--- config.mk ---
export PLATFORM = sky130hd
export DESIGN_NAME = gps_nmea_tx
export DESIGN_NICKNAME = d
export VERILOG_FILES = /design/src/rtl/gps_nmea_tx_pkg.sv /design/src/rtl/gps_nmea_tx_hex.sv /design/src/rtl/gps_nmea_tx.sv
export SDC_FILE = /design/constraint.sdc
export NUM_CORES = 1
export LEC_CHECK = 0
export ABC_AREA = 0
export ABC_CLOCK_PERIOD_IN_PS = 3000
export BUFFER_PORTS_ARGS = -buffer_cell sky130_fd_sc_hd__buf_2
export CORE_UTILIZATION = 48
export CTS_BUF_LIST = sky130_fd_sc_hd__clkbuf_16
export DETAILED_ROUTE_END_ITERATION = 10
export PLACE_DENSITY_LB_ADDON = 0.2
export SYNTH_ARGS = -nofsm -noshare
export SYNTH_HDL_FRONTEND = slang
export SYNTH_HIERARCHICAL = 1
export SYNTH_SLANG_ARGS = --single-unit
--- constraint.sdc ---
create_clock -name clk -period 3 [get_ports clk]
set_input_delay 0.15 -clock clk [delete_from_list [all_inputs] [get_ports clk]]
set_output_delay 0.15 -clock clk [all_outputs]
set_load 0.005 [all_outputs]
--- src/rtl/gps_nmea_tx_pkg.sv ---
// Shared types and constants for the GPRMC sentence transmitter.
// Macro GPS_NMEA_TX_CKSUM_EN adds the "*hh" checksum trailer states.
package gps_nmea_pkg;

    typedef enum logic [3:0] {
        IDLE  = 4'd0,
        HDR   = 4'd1,
        TIME  = 4'd2,
        SEP   = 4'd3,
        STAT  = 4'd4,
`ifdef GPS_NMEA_TX_CKSUM_EN
        STAR  = 4'd5,
        CK_HI = 4'd6,
        CK_LO = 4'd7,
`endif
        CR    = 4'd8,
        LF    = 4'd9
    } state_t;

    localparam logic [7:0] ASC_DOLLAR = 8'h24;
    localparam logic [7:0] ASC_COMMA  = 8'h2C;
    localparam logic [7:0] ASC_STAR   = 8'h2A;
    localparam logic [7:0] ASC_A      = 8'h41;
    localparam logic [7:0] ASC_V      = 8'h56;
    localparam logic [7:0] ASC_CR     = 8'h0D;
    localparam logic [7:0] ASC_LF     = 8'h0A;
    localparam logic [7:0] ASC_0      = 8'h30;

    localparam logic [7:0] HDR_BYTES [0:5] = '{8'h47, 8'h50, 8'h52, 8'h4D, 8'h43, 8'h2C};

    localparam int SENTENCE_LEN_CKSUM   = 20;
    localparam int SENTENCE_LEN_NOCKSUM = 17;
`ifdef GPS_NMEA_TX_CKSUM_EN
    localparam int SENTENCE_LEN = SENTENCE_LEN_CKSUM;
`else
    localparam int SENTENCE_LEN = SENTENCE_LEN_NOCKSUM;
`endif

    // Out-of-range BCD nibbles are emitted as '0'
    function automatic logic [7:0] bcd_ascii(input logic [3:0] n);
        if (n > 4'd9) begin
            return ASC_0;
        end else begin
            return ASC_0 + {4'h0, n};
        end
    endfunction

endpackage

--- src/rtl/gps_nmea_tx_hex.sv ---
// Combinational nibble to uppercase ASCII hex digit.
module gps_hex_ascii (
    input  logic [3:0] nib,
    output logic [7:0] ascii
);
    assign ascii = (nib > 4'd9) ? (8'h37 + {4'h0, nib}) : (8'h30 + {4'h0, nib});
endmodule

--- src/rtl/gps_nmea_tx.sv ---
// Streams one "$GPRMC,hhmmss,S[*hh]\r\n" sentence per accepted start over valid/ready.
// Macro GPS_NMEA_TX_CKSUM_EN enables the checksum trailer (20 bytes vs 17).
module gps_nmea_tx
    import gps_nmea_pkg::*;
(
    input  logic        clk,
    input  logic        rst_n,
    input  logic        start,
    input  logic [23:0] time_bcd,
    input  logic        fix_valid,
    input  logic        gps_ready_in,
    output logic        gps_valid_out,
    output logic [7:0]  gps_data_out,
    output logic        busy,
    output logic        done
);
    state_t      state_r;
    state_t      nxt_state_s;
    logic [2:0]  idx_r;
    logic [2:0]  nxt_idx_s;
    logic [23:0] time_r;
    logic        stat_r;
    logic [3:0]  nib_s;
    logic [7:0]  byte_s;
    logic        xfer_s;
    logic        accept_s;
`ifdef GPS_NMEA_TX_CKSUM_EN
    logic [7:0]  cksum_r;
    logic        cks_en_s;
    logic [7:0]  hex_hi_s;
    logic [7:0]  hex_lo_s;

    gps_hex_ascii u_hex_hi (.nib(cksum_r[7:4]), .ascii(hex_hi_s));
    gps_hex_ascii u_hex_lo (.nib(cksum_r[3:0]), .ascii(hex_lo_s));
`endif

    assign xfer_s   = gps_valid_out & gps_ready_in;
    // The done cycle is already IDLE but must not accept a new start
    assign accept_s = (state_r == IDLE) & start & ~done;

    // Next state/index, and the byte that will be presented in that state
    always_comb begin
        nxt_state_s = state_r;
        nxt_idx_s   = idx_r;
        nib_s       = 4'h0;
        byte_s      = 8'h00;
`ifdef GPS_NMEA_TX_CKSUM_EN
        cks_en_s    = 1'b0;
`endif
        case (state_r)
            IDLE: begin
                nxt_state_s = HDR;
                nxt_idx_s   = 3'd0;
            end
            HDR: begin
`ifdef GPS_NMEA_TX_CKSUM_EN
                cks_en_s = (idx_r != 3'd0);
`endif
                if (idx_r == 3'd6) begin
                    nxt_state_s = TIME;
                    nxt_idx_s   = 3'd0;
                end else begin
                    nxt_idx_s = idx_r + 3'd1;
                end
            end
            TIME: begin
`ifdef GPS_NMEA_TX_CKSUM_EN
                cks_en_s = 1'b1;
`endif
                if (idx_r == 3'd5) begin
                    nxt_state_s = SEP;
                    nxt_idx_s   = 3'd0;
                end else begin
                    nxt_idx_s = idx_r + 3'd1;
                end
            end
            SEP: begin
`ifdef GPS_NMEA_TX_CKSUM_EN
                cks_en_s = 1'b1;
`endif
                nxt_state_s = STAT;
            end
`ifdef GPS_NMEA_TX_CKSUM_EN
            STAT: begin
                cks_en_s    = 1'b1;
                nxt_state_s = STAR;
            end
            STAR:    nxt_state_s = CK_HI;
            CK_HI:   nxt_state_s = CK_LO;
            CK_LO:   nxt_state_s = CR;
`else
            STAT:    nxt_state_s = CR;
`endif
            CR:      nxt_state_s = LF;
            LF:      nxt_state_s = IDLE;
            default: nxt_state_s = IDLE;
        endcase

        case (nxt_idx_s)
            3'd0:    nib_s = time_r[23:20];
            3'd1:    nib_s = time_r[19:16];
            3'd2:    nib_s = time_r[15:12];
            3'd3:    nib_s = time_r[11:8];
            3'd4:    nib_s = time_r[7:4];
            3'd5:    nib_s = time_r[3:0];
            default: nib_s = 4'h0;
        endcase

        case (nxt_state_s)
            HDR: begin
                if (nxt_idx_s == 3'd0) begin
                    byte_s = ASC_DOLLAR;
                end else begin
                    byte_s = HDR_BYTES[nxt_idx_s - 3'd1];
                end
            end
            TIME:    byte_s = bcd_ascii(nib_s);
            SEP:     byte_s = ASC_COMMA;
            STAT:    byte_s = stat_r ? ASC_A : ASC_V;
`ifdef GPS_NMEA_TX_CKSUM_EN
            STAR:    byte_s = ASC_STAR;
            CK_HI:   byte_s = hex_hi_s;
            CK_LO:   byte_s = hex_lo_s;
`endif
            CR:      byte_s = ASC_CR;
            LF:      byte_s = ASC_LF;
            default: byte_s = 8'h00;
        endcase
    end

    // Sentence sequencer with registered stream outputs
    always_ff @(posedge clk or negedge rst_n) begin
        if (!rst_n) begin
            state_r       <= IDLE;
            idx_r         <= 3'd0;
            time_r        <= 24'h000000;
            stat_r        <= 1'b0;
            gps_valid_out <= 1'b0;
            gps_data_out  <= 8'h00;
            busy          <= 1'b0;
            done          <= 1'b0;
`ifdef GPS_NMEA_TX_CKSUM_EN
            cksum_r       <= 8'h00;
`endif
        end else if (accept_s) begin
            state_r       <= nxt_state_s;
            idx_r         <= nxt_idx_s;
            time_r        <= time_bcd;
            stat_r        <= fix_valid;
            gps_valid_out <= 1'b1;
            gps_data_out  <= byte_s;
            busy          <= 1'b1;
            done          <= 1'b0;
`ifdef GPS_NMEA_TX_CKSUM_EN
            cksum_r       <= 8'h00;
`endif
        end else if (xfer_s) begin
            state_r <= nxt_state_s;
            idx_r   <= nxt_idx_s;
`ifdef GPS_NMEA_TX_CKSUM_EN
            if (cks_en_s) begin
                cksum_r <= cksum_r ^ gps_data_out;
            end
`endif
            if (state_r == LF) begin
                gps_valid_out <= 1'b0;
                gps_data_out  <= 8'h00;
                busy          <= 1'b0;
                done          <= 1'b1;
            end else begin
                gps_data_out  <= byte_s;
                done          <= 1'b0;
            end
        end else begin
            done <= 1'b0;
        end
    end

endmodule

== Word-level counts from Yosys, hierarchy flattened ==
Memory sizes are Yosys's and may differ from the RTL's.
Index checks and enable logic that the tools add are counted.
Cells by class
  add/subtract/negate cells: 3
  $lt $le $gt $ge: 2
  equal/unequal tests: 19
  mux-type cells: 26
  bitwise operators: 5
  reductions and logical operators: 5
Operators by type and width (count)
  8-bit two-way mux: 6
  4-bit one-hot mux with 6 select lines: 2
  8-bit one-hot mux with 6 select lines: 1
  4-bit by 2-bit equality test with 1-bit output, second input constant: 4
  4-bit equality test, second input constant: 4
  4-bit two-way mux: 4
  3-bit equality test, second input constant: 4
  3-bit two-way mux: 4
  3-bit one-hot mux with 3 select lines: 1
  4-bit by 1-bit equality test with 1-bit output, second input constant: 2
  4-bit by 3-bit equality test with 1-bit output, second input constant: 2
  6-bit by 4-bit adder with 7-bit output, first input constant: 1
  7-bit two-way mux: 1
  3-bit by 2-bit equality test with 1-bit output, second input constant: 2
  1-bit two-way mux: 6
  5-bit two-way mux: 1
  4-bit greater-or-equal comparator, second input constant: 1
  4-bit greater-than comparator, second input constant: 1
  4-bit zero test: 1
  3-bit inverter with 4-bit output: 1
  2-bit nonzero test: 2
  3-bit by 1-bit adder with 3-bit output, second input constant: 1
  1-bit bitwise AND: 3
  3-bit by 1-bit equality test with 1-bit output, second input constant: 1
  4 further kinds: 4
Storage, ports and cells
  register bits after elaboration: 42
  bits in read-only memories: 64
  output and inout bits: 11
  word-level logic and storage cells: 68
  memories kept: 1
Memories
  (name not given): depth 8, width 8, read ports 1, clocked after Yosys merged registers in 0, wr ports 0, RTL line gps_nmea_tx.sv:114  | byte_s = HDR_BYTES[nxt_idx_s - 3'd1];

== Depth between registers and ports, before layout ==
  depth in word-level cells: 13
  gate-level depth with buffers: 14

== Worst setup path after synthesis ==
No wires, ideal clock.
  path type: reg-to-reg
  start point: register state_r[0]
  end point: register gps_data_out[2]
  setup time: 0.138 ns
  arrival: 2.794 ns
  path slack: 0.068 ns
  stages on the path, launching flop included: 13
  buffers on the path: 3
  clock period less this slack: 2.932 ns
  cells stage by stage: dfrtp_1 > clkbuf_1 > a211o_1 > nand2_1 > o31a_1 > clkbuf_1 > inv_1 > ha_1 > clkbuf_1 > a22o_1 > a221oi_1 > nor4b_1 > or4_1
On the way
  longest elaborated chain between the ends: 12
RTL lines
  from (decl): RTL line gps_nmea_tx.sv:17  | state_t state_r;
  from (signal assigned): RTL line gps_nmea_tx.sv:146  | state_r <= nxt_state_s;
  from (signal assigned): RTL line gps_nmea_tx.sv:158  | state_r <= nxt_state_s;
  4-bit by 2-bit equality test with 1-bit output, or another cell as far along: RTL line gps_nmea_tx.sv:50  | case (state_r)
  3-bit one-hot mux with 3 select lines (*): RTL line gps_nmea_tx.sv:50
  net nxt_idx_s[0]: RTL line gps_nmea_tx.sv:20  | logic [2:0] nxt_idx_s;
  3-bit by 1-bit subtractor with 3-bit output: RTL line gps_nmea_tx.sv:114
  3-bit inverter with 4-bit output (implied by the code): RTL line gps_nmea_tx.sv:114
  memory 8 x 8 bit
  8-bit two-way mux (implied by the code) (2 in a row): RTL line gps_nmea_tx.sv:114
  8-bit two-way mux: RTL line gps_nmea_tx.sv:111  | if (nxt_idx_s == 3'd0) begin
  8-bit one-hot mux with 6 select lines (*): RTL line gps_nmea_tx.sv:109  | case (nxt_state_s)
  8-bit two-way mux: RTL line gps_nmea_tx.sv:165  | if (state_r == LF) begin
  8-bit two-way mux: RTL line gps_nmea_tx.sv:157  | end else if (xfer_s) begin
  8-bit two-way mux (*): RTL line gps_nmea_tx.sv:145  | end else if (accept_s) begin
  to (signal assigned): RTL line gps_nmea_tx.sv:151  | gps_data_out <= byte_s;
  to (signal assigned): RTL line gps_nmea_tx.sv:171  | gps_data_out <= byte_s;
  to (decl): RTL line gps_nmea_tx.sv:13  | output logic [7:0] gps_data_out,
The timed path passes the listed nets; every way through them passes the cells marked *. The select of a mux whose other input is x is not followed.
A chain may end at the register's enable or synchronous reset.

== Final worst setup path ==
  start point: register state_r[2]
  end point: register gps_data_out[1]
Same word-level chain as after synthesis.

==> results_dict.tcl <==
set metrics [dict create \
    worstPathMaxFanout 10 \
    ys_warn_count 6 \
    synth_most_common_cell "dfrtp_1" \
    area_growth_pct 20.0 \
    max-slew-margin-rel_pct 38.7 \
    dr.pass1.iters 5 \
    p_leak_nw 1.30 \
    avgViaCountPerCell 5.77 \
    hpwlAfterDp_um 4200 \
    fin_skew_ps 5.11 \
    synth_top_area_share_pct 42.2 \
    grt.total_usage_pct 23.5 \
    start_util_pct 50.7 \
    grt_setup_unrepaired "no" \
    dieArea_um2 5350 \
    tightest_slew_ps 919 \
    die_height_um 73.1 \
    syn-num-nets 278 \
    drive_above_1_share_pct 33.8 \
    grt_max_degree 42 \
    io_pins 40 \
    crit_required_ps 3150 \
    worstSetupPathType "reg2reg" \
    multi_input_area_um2 1290 \
    grt_pass1_wl_um 9600 \
    clk_latency_ps 280 \
    wl_per_cell_um 16.1 \
    post-route-util_pct 60.9 \
    netlist_top_cells_area "dfrtp_1 (42%), mux2_2 (12%), nand2_1 (3.2%)" \
    drc 0 \
    p_per_area_nw_per_um2 1360 \
    avgSynthCellArea_um2 9.95 \
    outcome "finished, final reports clean" \
    regArea_um2 1030 \
    fp.dieW_um 73.1 \
    setup_viol 0 \
    slew_viol_final 0 \
    hold_viol 0 \
    syn_area_um2 2430 \
    port_buffers 38 \
    setup.worst_path.end_class "flop" \
    ys_types 53 \
    numCtsBuffers 5 \
    h-tree-depth 2 \
    yosys_register_bits 41 \
    startpoint_type "flop" \
    synth_edf_count 0 \
    grt_pass1_vias 1950 \
    fillers 423 \
    synth_ff_type "dfrtp_1" \
    grt_overflow 0 \
    clk_pin_slew_ps 60 \
    arrival_ps 2970 \
    peakVddDrop_v 0.000808 \
    wirelength_um 5690 \
    drv_cap 0 \
    cts_sinks 41 \
    min_period_over_period_pct 94.2 \
    drt_iter0_drc 245 \
    cts_tree "yes" \
    min_path_type "in2async" \
    core_um2 4790 \
    synthTopCellsByCount "dfrtp_1 (41), mux2_2 (25), nand2_1 (21)" \
    finalPower_mw 3.98 \
    fin_tns_setup_ps 0 \
    synth_top_cell_by_area "dfrtp_1" \
    antenna_found_initial 0 \
    gp_congestion 0.881 \
    clockRootBuffer "clkbuf_16" \
    num_antenna_cells 0 \
    min_period_ps 2830 \
    synth.yosys.seq_area_share_pct 42.2 \
    drtAntennaViolNets 0 \
    synth_cells 244 \
    cts_buffer_depth 2 \
    rows 25 \
    vias 2043 \
    nets 320 \
    async_flop_share_pct 100 \
    max_freq_mhz 354 \
]
[critical path: stages (launching register included)]
cell and delay [ps]:
dfrtp_1 510, a211oi_2 320, a21oi_1 120, a41oi_2 260, inv_1 120, ha_1 280
a22o_1 220, a221oi_1 330, buf_4 190, nor4b_2 40, a211oi_1 200, o21ai_1 100
[layer usage]
layer	share of wire, %	track usage (%)	vias to the layer above
li1	-	-	988
met1	44	32.0	973
met2	49	37.9	76
met3	6.2	5.11	6
met4	0.84	6.10	0
met5	0	0	-
[final timing paths]
path,start,to,slack (ps),depth (start not counted)
min in group clk,gps_ready_in,busy,80,2
max,state_r[2],gps_data_out[1],170,11
min reg2reg,gps_data_out[5],gps_data_out[5],480,2
max in group asynchronous,rst_n,state_r[0],2360,1
min,rst_n,stat_r,0.9,1
max reg2reg,state_r[2],gps_data_out[1],170,11
[power by group]
| part | total [mW] | internal, mW | leakage [nW] | switching, mW |
|---|---|---|---|---|
| registers | 1.07 | 0.823 | 0.493 | 0.244 |
| clock network | 0.590 | 0.386 | 0.0826 | 0.204 |
| logic | 2.32 | 1.10 | 0.729 | 1.22 |
[state kept, by name, summed over array words and instances, names as in the netlist]
| register | count |
|---|---|
| time_r | 24 |
| state_r | 4 |
| gps_data_out | 7 |
| busy | 1 |
| done | 1 |
| idx_r | 3 |
| stat_r | 1 |
[cells by family (layout without fill, tap and decap cells)]
family / Yosys count / after routing / synth area share, %
other cells: 1 / 1 / 0.154
compound gates: 72 / 72 / 21.8
mux: 26 / 26 / 12.0
simple gates: 65 / 65 / 13.7
fa+ha+maj: 5 / 5 / 2.58
buf+inv: 28 / 71 / 5.36
xor+xnor: 6 / 6 / 2.16
flops: 41 / 41 / 42.2
[final cells by class]
cell class / instances / area share, %
multi-input cells: 175 / 44.3
well taps: 67 / 2.88
repair buffers: 55 / 10.9
clock inverters: 3 / 1.29
clock buffers: 5 / 4.29
flip-flops and latches: 41 / 35.3
inverters: 8 / 1.03
[stage by stage]
stage               area, um^2  setup WS (ps)  hold slack, ps  cells
floorplan                 2430           67.7            -146    244
global placement          2730            160             348    346
detailed placement        2730           29.0             346    346
CTS                       2890           23.3            47.4    354
global route              2910           21.8            82.1    354
finish                    2910            174           0.942    354
[what timing repair did]
item	in CTS	in global routing
gates resized for setup	0	5
hold endpoints to repair	0	0
endpoints found under the setup margin	0	4
buffers inserted	0	0
hold buffers	0	0
[cells in the final DEF, fill, tap and decap left out, types with 5 or more instances in the layout]
cell type and n:
dfrtp_1 39, buf_2 38, mux2_2 25, nand2_1 21, buf_4 17, nor2_1 12
o21ai_0 11, a21oi_1 10, inv_1 9, a22oi_1 7, nor2b_1 5, nand2b_1 5
nand3_1 5, o31ai_1 5, xnor2_1 5, ha_1 5, clkbuf_16 5
Power figures use the tool's default switching activity.
